<file path="src/rtl/rv_ctrl_pkg.sv">
// Shared encodings, opcodes and per-stage control structs for the RV32I pipeline controller.
// Pure declarations; no timing or flow control of its own.
package rv_ctrl_pkg;

    typedef enum logic [3:0] {
        ALU_ADD  = 4'd0,
        ALU_SUB  = 4'd1,
        ALU_AND  = 4'd2,
        ALU_OR   = 4'd3,
        ALU_XOR  = 4'd4,
        ALU_SLT  = 4'd5,
        ALU_SLTU = 4'd6,
        ALU_SLL  = 4'd7,
        ALU_SRL  = 4'd8,
        ALU_SRA  = 4'd9
    } alu_op_e;

    typedef enum logic [2:0] {
        IMM_I = 3'b000,
        IMM_S = 3'b001,
        IMM_B = 3'b010,
        IMM_J = 3'b011,
        IMM_U = 3'b100
    } imm_src_e;

    typedef enum logic [1:0] {
        RES_ALU = 2'b00,
        RES_MEM = 2'b01,
        RES_PC4 = 2'b10,
        RES_IMM = 2'b11
    } result_src_e;

    localparam logic [1:0] ALUDEC_ADD   = 2'b00;
    localparam logic [1:0] ALUDEC_SUB   = 2'b01;
    localparam logic [1:0] ALUDEC_FUNCT = 2'b10;

    localparam logic [6:0] OP_LOAD   = 7'b0000011;
    localparam logic [6:0] OP_STORE  = 7'b0100011;
    localparam logic [6:0] OP_R      = 7'b0110011;
    localparam logic [6:0] OP_IMM    = 7'b0010011;
    localparam logic [6:0] OP_BRANCH = 7'b1100011;
    localparam logic [6:0] OP_JAL    = 7'b1101111;
    localparam logic [6:0] OP_JALR   = 7'b1100111;
    localparam logic [6:0] OP_LUI    = 7'b0110111;

    typedef struct packed {
        logic        reg_write;
        result_src_e result_src;
        logic        mem_write;
        logic        jump;
        logic        branch;
        logic        alu_src;
        alu_op_e     alu_ctrl;
        logic        pc_target_src;
        logic [2:0]  funct3;
    } ctrl_e_t;

    typedef struct packed {
        logic        reg_write;
        result_src_e result_src;
        logic        mem_write;
    } ctrl_m_t;

    typedef struct packed {
        logic        reg_write;
        result_src_e result_src;
    } ctrl_w_t;

    // funct3 values 010/011 are not branch encodings and never redirect.
    function automatic logic branch_cond(input logic [2:0] funct3,
                                         input logic       zero,
                                         input logic       lt,
                                         input logic       ltu);
        logic taken;
        taken = 1'b0;
        case (funct3)
            3'b000:  taken = zero;
            3'b001:  taken = ~zero;
            3'b100:  taken = lt;
            3'b101:  taken = ~lt;
            3'b110:  taken = ltu;
            3'b111:  taken = ~ltu;
            default: taken = 1'b0;
        endcase
        return taken;
    endfunction

endpackage

</file>
<file path="src/rtl/rv_decode.sv">
// Main + ALU decoder for the D stage; purely combinational, zero latency.
// No flow control: the result is consumed by the D->E register in the top level.
module rv_decode
    import rv_ctrl_pkg::*;
#(
    parameter int unsigned EN_JALR = 1
) (
    input  logic [6:0] op_i,
    input  logic [2:0] funct3_i,
    input  logic       funct7b5_i,
    output ctrl_e_t    ctrl_o,
    output imm_src_e   imm_src_o,
    output logic       illegal_o
);

    logic [1:0] alu_dec;

    always_comb begin
        ctrl_o        = '0;
        imm_src_o     = IMM_I;
        illegal_o     = 1'b0;
        alu_dec       = ALUDEC_ADD;
        ctrl_o.funct3 = funct3_i;

        case (op_i)
            OP_LOAD: begin
                ctrl_o.reg_write  = 1'b1;
                ctrl_o.alu_src    = 1'b1;
                ctrl_o.result_src = RES_MEM;
            end
            OP_STORE: begin
                imm_src_o        = IMM_S;
                ctrl_o.alu_src   = 1'b1;
                ctrl_o.mem_write = 1'b1;
            end
            OP_R: begin
                ctrl_o.reg_write = 1'b1;
                alu_dec          = ALUDEC_FUNCT;
            end
            OP_IMM: begin
                ctrl_o.reg_write = 1'b1;
                ctrl_o.alu_src   = 1'b1;
                alu_dec          = ALUDEC_FUNCT;
            end
            OP_BRANCH: begin
                imm_src_o     = IMM_B;
                ctrl_o.branch = 1'b1;
                alu_dec       = ALUDEC_SUB;
            end
            OP_JAL: begin
                ctrl_o.reg_write  = 1'b1;
                imm_src_o         = IMM_J;
                ctrl_o.result_src = RES_PC4;
                ctrl_o.jump       = 1'b1;
            end
            OP_JALR: begin
                if (EN_JALR != 0) begin
                    ctrl_o.reg_write     = 1'b1;
                    ctrl_o.alu_src       = 1'b1;
                    ctrl_o.result_src    = RES_PC4;
                    ctrl_o.jump          = 1'b1;
                    ctrl_o.pc_target_src = 1'b1;
                end else begin
                    illegal_o = 1'b1;
                end
            end
            OP_LUI: begin
                ctrl_o.reg_write  = 1'b1;
                imm_src_o         = IMM_U;
                ctrl_o.result_src = RES_IMM;
            end
            default: illegal_o = 1'b1;
        endcase

        // op[5] separates R-type (sub allowed) from I-type, where instr[30] is immediate data.
        case (alu_dec)
            ALUDEC_SUB: ctrl_o.alu_ctrl = ALU_SUB;
            ALUDEC_FUNCT: begin
                case (funct3_i)
                    3'b000:  ctrl_o.alu_ctrl = (op_i[5] & funct7b5_i) ? ALU_SUB : ALU_ADD;
                    3'b001:  ctrl_o.alu_ctrl = ALU_SLL;
                    3'b010:  ctrl_o.alu_ctrl = ALU_SLT;
                    3'b011:  ctrl_o.alu_ctrl = ALU_SLTU;
                    3'b100:  ctrl_o.alu_ctrl = ALU_XOR;
                    3'b101:  ctrl_o.alu_ctrl = funct7b5_i ? ALU_SRA : ALU_SRL;
                    3'b110:  ctrl_o.alu_ctrl = ALU_OR;
                    default: ctrl_o.alu_ctrl = ALU_AND;
                endcase
            end
            default: ctrl_o.alu_ctrl = ALU_ADD;
        endcase
    end

endmodule

</file>
<file path="src/rtl/rv_pipe_controller.sv">
// RV32I pipeline control: decode in D, registered D->E->M->W (1/2/3 cycles), branch resolve in E.
// Backpressure: StallE holds E and bubbles M; FlushE zeroes E and wins over StallE.
module rv_pipe_controller
    import rv_ctrl_pkg::*;
#(
    parameter int unsigned ALUCTRL_W = 4,
    parameter int unsigned IMMSRC_W  = 3,
    parameter int unsigned EN_JALR   = 1
) (
    input  logic                 clk,
    input  logic                 reset,
    input  logic [6:0]           opD,
    input  logic [2:0]           funct3D,
    input  logic                 funct7b5D,
    input  logic                 StallE,
    input  logic                 FlushE,
    input  logic                 ZeroE,
    input  logic                 LtE,
    input  logic                 LtuE,
    output logic [IMMSRC_W-1:0]  ImmSrcD,
    output logic                 IllegalD,
    output logic                 ALUSrcE,
    output logic [ALUCTRL_W-1:0] ALUControlE,
    output logic                 PCSrcE,
    output logic                 PCTargetSrcE,
    output logic                 ResultSrcE0,
    output logic                 RegWriteM,
    output logic                 MemWriteM,
    output logic                 RegWriteW,
    output logic [1:0]           ResultSrcW
);

    ctrl_e_t    ctrl_d;
    imm_src_e   imm_src_d;
    logic [2:0] imm_bits;
    logic [3:0] alu_bits;

    ctrl_e_t ctrl_e_q, ctrl_e_d;
    ctrl_m_t ctrl_m_q, ctrl_m_d;
    ctrl_w_t ctrl_w_q, ctrl_w_d;

    rv_decode #(
        .EN_JALR (EN_JALR)
    ) u_decode (
        .op_i       (opD),
        .funct3_i   (funct3D),
        .funct7b5_i (funct7b5D),
        .ctrl_o     (ctrl_d),
        .imm_src_o  (imm_src_d),
        .illegal_o  (IllegalD)
    );

    always_comb begin
        ctrl_e_d = ctrl_e_q;
        if (FlushE) begin
            ctrl_e_d = '0;
        end else if (!StallE) begin
            ctrl_e_d = ctrl_d;
        end
    end

    // A held E instruction must not also be issued into M, so M sees a bubble.
    always_comb begin
        ctrl_m_d            = '0;
        if (!(StallE && !FlushE)) begin
            ctrl_m_d.reg_write  = ctrl_e_q.reg_write;
            ctrl_m_d.result_src = ctrl_e_q.result_src;
            ctrl_m_d.mem_write  = ctrl_e_q.mem_write;
        end
    end

    always_comb begin
        ctrl_w_d.reg_write  = ctrl_m_q.reg_write;
        ctrl_w_d.result_src = ctrl_m_q.result_src;
    end

    always_ff @(posedge clk or posedge reset) begin
        if (reset) begin
            ctrl_e_q <= '0;
            ctrl_m_q <= '0;
            ctrl_w_q <= '0;
        end else begin
            ctrl_e_q <= ctrl_e_d;
            ctrl_m_q <= ctrl_m_d;
            ctrl_w_q <= ctrl_w_d;
        end
    end

    assign imm_bits     = imm_src_d;
    assign alu_bits     = ctrl_e_q.alu_ctrl;
    assign ImmSrcD      = IMMSRC_W'(imm_bits);
    assign ALUControlE  = ALUCTRL_W'(alu_bits);
    assign ALUSrcE      = ctrl_e_q.alu_src;
    assign PCTargetSrcE = ctrl_e_q.pc_target_src;
    assign ResultSrcE0  = ctrl_e_q.result_src[0] & ~ctrl_e_q.result_src[1];

    // Redirect is suppressed while E is held so it fires once, on the release cycle.
    assign PCSrcE = ((ctrl_e_q.branch & branch_cond(ctrl_e_q.funct3, ZeroE, LtE, LtuE))
                     | ctrl_e_q.jump) & ~StallE;

    assign RegWriteM  = ctrl_m_q.reg_write;
    assign MemWriteM  = ctrl_m_q.mem_write;
    assign RegWriteW  = ctrl_w_q.reg_write;
    assign ResultSrcW = ctrl_w_q.result_src;

endmodule

</file>
<file path="config.mk">
export PLATFORM = sky130hd
export DESIGN_NAME = rv_pipe_controller
export DESIGN_NICKNAME = d
export VERILOG_FILES = /design/src/rtl/rv_ctrl_pkg.sv /design/src/rtl/rv_decode.sv /design/src/rtl/rv_pipe_controller.sv
export SDC_FILE = /design/constraint.sdc
export NUM_CORES = 1
export LEC_CHECK = 0
export ABC_AREA = 1
export ABC_CLOCK_PERIOD_IN_PS = 900
export BUFFER_PORTS_ARGS = -buffer_cell sky130_fd_sc_hd__buf_4
export CAP_MARGIN = 20
export CORE_MARGIN = 4
export CORE_UTILIZATION = 36
export CTS_CLUSTER_DIAMETER = 200
export DETAILED_ROUTE_END_ITERATION = 7
export SYNTH_ARGS = -nofsm -noshare
export SYNTH_HDL_FRONTEND = slang
export SYNTH_HIERARCHICAL = 1
export SYNTH_SLANG_ARGS = --single-unit
</file>
<file path="constraint.sdc">
create_clock -name clk -period 0.9 [get_ports clk]
set_input_delay 0.09 -clock clk [delete_from_list [all_inputs] [get_ports clk]]
set_output_delay 0.09 -clock clk [all_outputs]
set_load 0.05 [all_outputs]
</file>
==> results_dict.tcl <==
set metrics [dict create \
    timing.final.crit_share_pct 160.3 \
    dpl_cell_area_mm2 0.001889 \
    grt_pass1_wl_um 5506 \
    fmax_ghz 0.6931 \
    die_h_um 68.41 \
    cts.htree.levels 1 \
    critPathLaunch "ctrl_e_q[2]" \
    gp_congestion 0.8685 \
    grt_max_degree 23 \
    clockBufferDepth 2 \
    synth_enable_flop_cells 0 \
    pin_count 35 \
    cts_tree "built" \
    tns_ns -1.738 \
    crit_fanout 4 \
    antenna_cells 0 \
    clk_latency_ns 0.26 \
    cts_root_buffer "clkbuf_8" \
    r2r_cells 4 \
    io_buffers 34 \
    endpoint "PCSrcE" \
    vias 1324 \
    dp_hpwl_um 2455 \
    syn_nets 195 \
    initial_core_util_pct 38.17 \
    synth_cells 175 \
    drtIter0Drc 28 \
    antenna_found_initial 0 \
    wl_per_cell_um 12.05 \
    pre_cts_slack_ns -0.4512 \
    power.density_mw_per_mm2 1074 \
    area_growth_pct 82.19 \
    die_w_um 68.41 \
    synth-main-ff-cell "dfrtp_1" \
    ff2ff_setup_slack_ns 0.04 \
    synth_top_cell_by_area "dfrtp_1" \
    netlist_top_cells_area "dfrtp_1 42%, nand2_1 11%, inv_1 6.9%" \
    cts_buffers 3 \
    vdd_ir_drop_max_mv 0.6106 \
    synthesis.area_mm2 0.001314 \
    leakagePower_nw 1.154 \
    slew_violations 0 \
    critPathKind "register to output pin" \
    cp_data_required_time_ns 0.81 \
    fin_worst_skew_ns 0.007107 \
    overflow 0 \
    violations "negative setup slack" \
    synthXorXnorAreaFrac_pct 0 \
    fin_crit_ns 1.443 \
    drive_gt1_share_pct 57.32 \
    vias_per_cell 4.646 \
    status "finished, violations left" \
    final_net_count 260 \
    clkSinkCount 22 \
    yosysWarnings 6 \
    finalHoldViolCount 0 \
    fin_ws_ns -0.5429 \
    setup_viol 17 \
    synth_common_cells "37 x nand2_1, 24 x inv_1, 22 x dfrtp_1, 17 x nor2_1, 16 x nand3_1" \
    first_global_vias 1346 \
    routed_wl_um 3433 \
    ys_types 23 \
    nFillCells 258 \
    synth_compound_area_share_pct 10.38 \
    async_flop_share_pct 100.0 \
    crit_path_end_kind "output pin" \
    avgSynthCellArea_um2 7.507 \
    slew_headroom_pct 81.65 \
    rows 21 \
    drc 0 \
    clk_pin_slew_worst_paths_ns 0.08 \
    hp-class "input port to register" \
    synth_top_area_share_pct 41.90 \
    r2r-start "ctrl_e_q[2]" \
    maxCapViolCount 0 \
    final_util_pct 69.54 \
    synthAdderAreaFrac_pct 1.905 \
    die_area_mm2 0.004680 \
    grt_usage_pct 15.27 \
    ys_seq_area_share_pct 41.90 \
    design_area_mm2 0.002394 \
    startpoint_type "register" \
    coreArea_mm2 0.003442 \
    reg2reg_to "ctrl_e_q[2]" \
    synth-simple-area-share_pct 30.76 \
    rsz0062_at_grt "true" \
    ys_ff_latch 22 \
    synth.most_common_cell "nand2_1" \
    dr.pass1.iters 4 \
    tightest_slew_ns 0.2746 \
    arrival_ns 1.35 \
    muxShareOfSynthArea_pct 0 \
    synth_top_family_by_area "simple AND/OR/NAND/NOR gates" \
    ant_nets 0 \
]
-- per-layer routing --
metal	vias up	share of wire [%]	global-route usage, %
met2	24	54	27.89
met1	627	41	17.90
met4	0	0.55	4.715
met3	2	3.7	2.627
met5	-	0	0
li1	671	-	-
-- sequential cells by signal (all words and copies together), names as in the netlist, 2 cells and up --
name / count
ctrl_e_q: 9
ALUControlE: 4
ResultSrcW: 2
ctrl_m_q: 2
-- where the power goes --
part / leakage [nW] / switching, mW / internal [mW] / total (mW)
sequential: 0.298 / 0.0179 / 1.02 / 1.04
clock: 0.0357 / 0.312 / 0.593 / 0.906
combinational: 0.821 / 0.341 / 0.284 / 0.625
total: 1.15 / 0.671 / 1.90 / 2.57
-- final cells by class --
cell class              count  area (um2)  area share [%]
clock buffers               3       41.29           1.725
well taps                  46       57.56           2.405
multi-input cells         114       835.8           34.92
repair buffers             71       725.7           30.32
flip-flops and latches     22       550.5           23.00
inverters                  28       152.6           6.377
clock inverters             1       30.03           1.255
-- kinds of logic (layout without fill, tap and decap cells) --
group | Yosys count | in the layout
buf+inv | 39 | 103
fa+ha+maj | 2 | 2
simple gates | 87 | 87
compound gates | 25 | 25
flops | 22 | 22
-- worst min path at each step --
stage	depth (start not counted)	slack, ns	startpoint	to
floorplan	1	0.08	reset	ALUControlE[0]
global route	4	0.13	FlushE	ALUControlE[3]
CTS	3	0.12	FlushE	MemWriteM
global placement	3	0.14	reset	ResultSrcW[1]
detailed placement	3	0.15	reset	ResultSrcW[0]
finish	3	0.11	FlushE	RegWriteM
-- per-stage QoR --
| stage | hold WS, ns | power [mW] | std cells |
|---|---|---|---|
| floorplan | 0.07923 | 1.340 | 175 |
| global placement | 0.1414 | 1.541 | 270 |
| detailed placement | 0.1479 | 1.553 | 270 |
| CTS | 0.1164 | 2.554 | 283 |
| global route | 0.1309 | 2.673 | 285 |
| finish | 0.1131 | 2.571 | 285 |
-- critical path: stages (launching register included) --
cell,delay (ns)
dfrtp_1,0.41
inv_2,0.08
nand2_1,0.06
nand3_1,0.06
nand3_1,0.07
nand2_1,0.07
nand2_2,0.06
a21oi_4,0.12
buf_6,0.17
-- placed cells by master (no fill, tap or decap), types with 2 or more instances in the layout --
master,Yosys,routed
nand3_4,0,3
nand2_8,0,2
o21ai_0,9,4
a21oi_4,0,2
clkbuf_8,0,3
nand2_1,37,26
o21ai_1,1,4
nor2_2,7,3
o21ai_2,2,3
a21oi_1,12,6
nand3_2,1,2
inv_4,1,4
inv_2,3,6
nand2_4,1,4
dfrtp_1,22,22
buf_12,0,2
buf_6,2,30
nor2_1,17,9
nand3_1,16,12
inv_1,24,14
nor3_2,0,2
buf_4,9,31
nand2_2,0,6
buf_8,0,7
a21oi_2,1,5
nor2_4,2,14
-- timing repair --
| item | CTS | global route |
|---|---|---|
| setup endpoints to repair | 23 | 24 |
| setup buffers | 8 | 3 |
| resized for setup | 67 | 29 |
| endpoints found under the hold margin | 22 | 0 |
| pin swaps | 18 | 16 |
| hold buffers | 1 | 0 |
Note: power is estimated with default switching activity, not from simulation.
